### src/rtl/synapse_frame_builder.sv
// Producer side of the synapse summation interface: packs {spike, weight} beats into
// a frame of 2-bit gated terms, double-buffered against the adder-tree consumer.
module synapse_frame_builder #(
  parameter int unsigned n_stage    = 5,
  parameter int unsigned BEAT_TERMS = 4
) (
  input  logic                          clk,
  input  logic                          rst_n,
  input  logic                          in_valid,
  output logic                          in_ready,
  input  logic [BEAT_TERMS-1:0]         in_spike,
  input  logic [2*BEAT_TERMS-1:0]       in_weight,
  input  logic                          in_last,
  output logic [2**(n_stage+1)-1:0]     wx_out,
  output logic                          wx_valid,
  input  logic                          wx_ready,
  output logic                          frame_err
);

  localparam int unsigned N_TERMS = 2 ** n_stage;
  localparam int unsigned WX_W    = 2 * N_TERMS;
  localparam int unsigned BEAT_W  = 2 * BEAT_TERMS;
  localparam int unsigned N_BEATS = N_TERMS / BEAT_TERMS;
  localparam int unsigned CNT_W   = (N_BEATS > 1) ? $clog2(N_BEATS) : 1;

  localparam logic [CNT_W-1:0] LAST_CNT = CNT_W'(N_BEATS - 1);

  localparam logic [0:0] FILL = 1'b0;
  localparam logic [0:0] HOLD = 1'b1;

  logic [0:0]       state_q, state_d;
  logic [CNT_W-1:0] beat_cnt_q, beat_cnt_d;
  logic [WX_W-1:0]  asm_q, asm_d;
  logic [WX_W-1:0]  wx_out_q, wx_out_d;
  logic             wx_valid_q, wx_valid_d;
  logic             frame_err_q, frame_err_d;

  logic [BEAT_W-1:0] beat_terms;
  logic [WX_W-1:0]   asm_merged;
  logic              accept;
  logic              pop;
  logic              slot_free;
  logic              at_last;

  // Gating happens here, on accept, so the held frame is already in term form.
  always_comb begin
    beat_terms = '0;
    for (int i = 0; i < int'(BEAT_TERMS); i++) begin
      beat_terms[2*i +: 2] = in_spike[i] ? in_weight[2*i +: 2] : 2'b00;
    end
  end

  always_comb begin
    asm_merged = asm_q;
    for (int k = 0; k < int'(N_BEATS); k++) begin
      if (beat_cnt_q == CNT_W'(k)) begin
        asm_merged[k*BEAT_W +: BEAT_W] = beat_terms;
      end
    end
  end

  assign in_ready  = (state_q == FILL);
  assign accept    = in_valid & in_ready;
  assign pop       = wx_valid_q & wx_ready;
  assign slot_free = ~wx_valid_q | wx_ready;
  assign at_last   = (beat_cnt_q == LAST_CNT);

  always_comb begin
    state_d     = state_q;
    beat_cnt_d  = beat_cnt_q;
    asm_d       = asm_q;
    wx_out_d    = wx_out_q;
    wx_valid_d  = wx_valid_q;
    frame_err_d = 1'b0;

    if (pop) begin
      wx_valid_d = 1'b0;
    end

    case (state_q)
      FILL: begin
        if (accept) begin
          if (in_last && at_last) begin
            beat_cnt_d = '0;
            if (slot_free) begin
              wx_out_d   = asm_merged;
              wx_valid_d = 1'b1;
              asm_d      = '0;
            end else begin
              asm_d   = asm_merged;
              state_d = HOLD;
            end
          end else if (in_last || at_last) begin
            // Short or long frame: discard everything gathered so far.
            asm_d       = '0;
            beat_cnt_d  = '0;
            frame_err_d = 1'b1;
          end else begin
            asm_d      = asm_merged;
            beat_cnt_d = beat_cnt_q + CNT_W'(1);
          end
        end
      end
      HOLD: begin
        if (pop) begin
          wx_out_d   = asm_q;
          wx_valid_d = 1'b1;
          asm_d      = '0;
          state_d    = FILL;
        end
      end
      default: begin
        state_d = FILL;
      end
    endcase
  end

  always_ff @(posedge clk or negedge rst_n) begin
    if (!rst_n) begin
      state_q     <= FILL;
      beat_cnt_q  <= '0;
      asm_q       <= '0;
      wx_out_q    <= '0;
      wx_valid_q  <= 1'b0;
      frame_err_q <= 1'b0;
    end else begin
      state_q     <= state_d;
      beat_cnt_q  <= beat_cnt_d;
      asm_q       <= asm_d;
      wx_out_q    <= wx_out_d;
      wx_valid_q  <= wx_valid_d;
      frame_err_q <= frame_err_d;
    end
  end

  assign wx_out    = wx_out_q;
  assign wx_valid  = wx_valid_q;
  assign frame_err = frame_err_q;

`ifndef SYNTHESIS
  a_wx_stable: assert property (@(posedge clk) disable iff (!rst_n)
    (wx_valid && !wx_ready) |=> (wx_valid && $stable(wx_out)));
  a_hold_has_output: assert property (@(posedge clk) disable iff (!rst_n)
    (state_q == HOLD) |-> wx_valid);
`endif

endmodule

### config.mk
export PLATFORM = sky130hd
export DESIGN_NAME = synapse_frame_builder
export DESIGN_NICKNAME = d
export VERILOG_FILES = /design/src/rtl/synapse_frame_builder.sv
export SDC_FILE = /design/constraint.sdc
export NUM_CORES = 1
export LEC_CHECK = 0
export CORE_UTILIZATION = 50
export CTS_BUF_LIST = sky130_fd_sc_hd__clkbuf_8
export CTS_CLUSTER_SIZE = 16
export DETAILED_ROUTE_END_ITERATION = 7
export PLACE_DENSITY = 0.77
export SYNTH_ARGS = -nofsm -noshare
export SYNTH_HDL_FRONTEND = slang
export SYNTH_SLANG_ARGS = --single-unit
### constraint.sdc
create_clock -name clk -period 1.9 [get_ports clk]
set_input_delay 0.38 -clock clk [delete_from_list [all_inputs] [get_ports clk]]
set_output_delay 0.38 -clock clk [all_outputs]
set_load 0.02 [all_outputs]
==> flow_summary_export.csv <==
group,metric,value,unit
setup_path,rrSetupSlack,-0.20,ns
setup_path,timing.rr.end,"wx_out[2]",
synth,syn_area_per_cell,10.5,um^2
floorplanning,die_h,112,um
setup_path,crit_chain,"ha_4 -> ha_4 -> buf_4 -> ha_4 -> nand2_4 -> o2bb2ai_4 -> buf_6 -> buf_12 -> clkbuf_16 -> nand2_1 -> o21ai_1",
setup_path,crit_family,"buffers and inverters",
route,first_pass_iters,8,
power,leakage,3.77,nW
setup_path,max_stage_delay,0.42,ns
placed_design,gp_congestion,0.878,
setup_path,cp.required,2.28,ns
route,num_vias,5439,
job,maxCapViolCount,0,
clock_network,path_clk_slew,0.08,ns
sta,worst_slack,-0.205,ns
setup_path,r2r-start,"beat_cnt_q[1]",
sta,fmaxAchievable,475,MHz
placed_design,dp_hpwl,10800,um
sta,final_hold_viol_count,0,
global_route,first_global_vias,5234,
sta,finalMaxSlewViolations,0,
cells_and_area,syn_to_final_growth,49.7,%
clock_network,cts_sinks,134,
global_route,antenna_found_initial,0,
setup_path,cpMostUsedCell,"ha_4",
sta,min_period_over_period,111,%
setup_path,crit_fanout,5,
power,irDropWorstVdd,0.473,mV
sta,fin_skew,0.0118,ns
clock_network,h-tree-depth,4,
status,outcome,"complete, but fails checks",
cells_and_area,layout-drive-gt1-share,28.4,%
synth,syn-cell-area,6040,um^2
cells_and_area,antenna_cells,0,
synth,ys_seq_area_share,55.5,%
synth,yosys_warnings,0,
setup_path,crit_path_top_delay_cell,"dfrtp_1",
setup_path,cp-end-kind,"flop",
global_route,grt_max_degree,42,
synth,synth_cell_types,32,
setup_path,start_kind,"flop",
global_route,grt_pass1_wl,27700,um
sta,maxSlewHeadroom,72.5,%
route,antenna_left,0,
global_route,overflow,0,
route,drt-total-wl,20400,um
route,drc,6,
floorplanning,fp-row-count,39,
synth,synth_seq_cells,134,
floorplanning,core_area,11600,um^2
setup_path,cp.arrival,2.48,ns
power,p_per_area,641,nW/um^2
setup_path,critPathKind,"reg -> reg",
floorplanning,initial_core_util,52.0,%
placed_design,dpl_cell_area,7490,um^2
sta,worstMarginPinSlew,0.412,ns
min_path,hp-class,"in -> async",
synth,syn_nets,601,
floorplanning,die-area,12500,um^2
global_route,grt_usage,29.6,%
floorplanning,boundaryPins,84,
route,wl_per_cell,22.7,um
route,drt_iter0_markers,453,
setup_path,crit_buf_inv,4,
cells_and_area,final_nets,769,
floorplanning,die_w,112,um
status,violations,"design-rule violations, negative setup slack",
setup_path,r2r_cells,11,
clock_network,worstSkewPairLatency,0.47,ns
sta,setup-violations-final,119,
clock_network,cts_made_buffers,17,
cells_and_area,post-route-util,77.8,%
clock_network,clockRootBuffer,"clkbuf_8",
synth,syn_inst,575,
route,via_per_inst,6.05,
sta,rsz0062_at_grt,"true",
sta,min_period,2.10,ns
clock_network,cts_tree,"yes",
clock_network,cts_buffer_depth,2,
cells_and_area,final_area,9030,um^2
placed_design,numPortBuffers,83,
## synthesized netlist by cell type (all sizes together)
| library cell | number | share of area (%) |
|---|---|---|
| nand2 | 137 | 8.5 |
| dfrtp | 134 | 56 |
| o21ai | 66 | 5.5 |
| mux2i | 64 | 11 |
| o22ai | 58 | 7.2 |
| buf | 28 | 3.4 |
| clkbuf | 18 | 1.2 |
| and2 | 14 | 1.5 |
| nor2 | 11 | 0.73 |
| ha | 9 | 1.9 |
| a22oi | 8 | 0.99 |
| inv | 7 | 0.44 |
| nand3 | 5 | 0.41 |
| nor2b | 5 | 0.56 |
| a21oi | 2 | 0.23 |
| and3 | 2 | 0.21 |
| a22o | 1 | 0.15 |
| and3b | 1 | 0.15 |
| nand4b | 1 | 0.15 |
| o211ai | 1 | 0.21 |
| o2bb2ai | 1 | 0.25 |
| o311ai | 1 | 0.27 |
| or3 | 1 | 0.10 |
## layout make-up
| type | count | area (um^2) |
|---|---|---|
| Clock buffer | 19 | 262 |
| Tap cell | 143 | 179 |
| Inverter | 7 | 28.8 |
| Multi-Input combinational cell | 389 | 2750 |
| Sequential cell | 134 | 3350 |
| Fill cell | 677 | 2580 |
| Clock inverter | 13 | 180 |
| Timing Repair Buffer | 194 | 2280 |
## routing by layer
layer	track usage [%]	vias to the layer above	share of wire, %
li1	-	2337	-
met1	36.7	2687	38
met2	47.8	330	48
met3	6.75	85	8.5
met4	16.7	0	5.2
met5	0	-	0
## cell usage in the layout, fill, tap and decap left out, types with 12 or more instances in the layout
| master | n |
|---|---|
| o21ai_1 | 55 |
| nand2_2 | 13 |
| clkbuf_8 | 19 |
| buf_4 | 62 |
| and2_1 | 14 |
| o22ai_2 | 24 |
| o22ai_1 | 29 |
| clkbuf_16 | 12 |
| nand2_1 | 121 |
| dfrtp_1 | 133 |
| buf_12 | 17 |
| mux2i_1 | 64 |
| clkdlybuf4s50_1 | 80 |
## where the power goes
group	switching (mW)	total (mW)	leakage [nW]	internal, mW
Sequential	0.00289	2.86	1.86	2.85
Combinational	0.179	0.289	1.68	0.110
Clock	1.15	2.64	0.229	1.49
Total	1.33	5.79	3.77	4.46
## flip-flops by register name, summed over array words and instances (netlist names)
register,count
wx_out,64
beat_cnt_q,3
asm_q,64
state_q,1
frame_err,1
wx_valid,1
## cells by family after synthesis
kind of cell	synth area share, %
and+or+nand+nor	12.3
AOI/OAI and AO/OA	14.7
DFF	55.5
muxes	10.6
buffers and inverters	4.99
adders and majority gates	1.87
## stage by stage
stage | hold WS, ns | total power [mW] | cells | setup TNS (ns) | worst slack, ns
floorplan | 0.0844 | 2.97 | 575 | -0.149 | -0.0132
CTS | 0.311 | 5.75 | 877 | -2.65 | -0.0805
global placement | 0.240 | 3.16 | 828 | -22.60 | -0.362
finish | 0.302 | 5.79 | 899 | -10.61 | -0.205
detailed placement | 0.242 | 3.16 | 828 | -27.18 | -0.415
global route | 0.330 | 5.94 | 899 | -14.50 | -0.212
## how the worst max path moves through the flow
| stage | cells past startpoint | from | to | slack (ns) |
|---|---|---|---|---|
| floorplan | 8 | beat_cnt_q[0] | asm_q[0] | -0.01 |
| global placement | 8 | beat_cnt_q[0] | asm_q[41] | -0.36 |
| detailed placement | 8 | beat_cnt_q[0] | asm_q[25] | -0.41 |
| CTS | 7 | beat_cnt_q[1] | asm_q[60] | -0.08 |
| global route | 11 | beat_cnt_q[1] | wx_out[3] | -0.21 |
| finish | 11 | beat_cnt_q[1] | wx_out[2] | -0.20 |
## timing repair
action / in CTS / in global routing
setup endpoints to repair: 130 / 129
buffers inserted: 9 / 9
pin swaps: 2 / 9
resized for setup: 36 / 124
hold buffers: 1 / 0
hold endpoints to repair: 9 / 0
cloned: 7 / 16
Power figures use the tool's default switching activity.
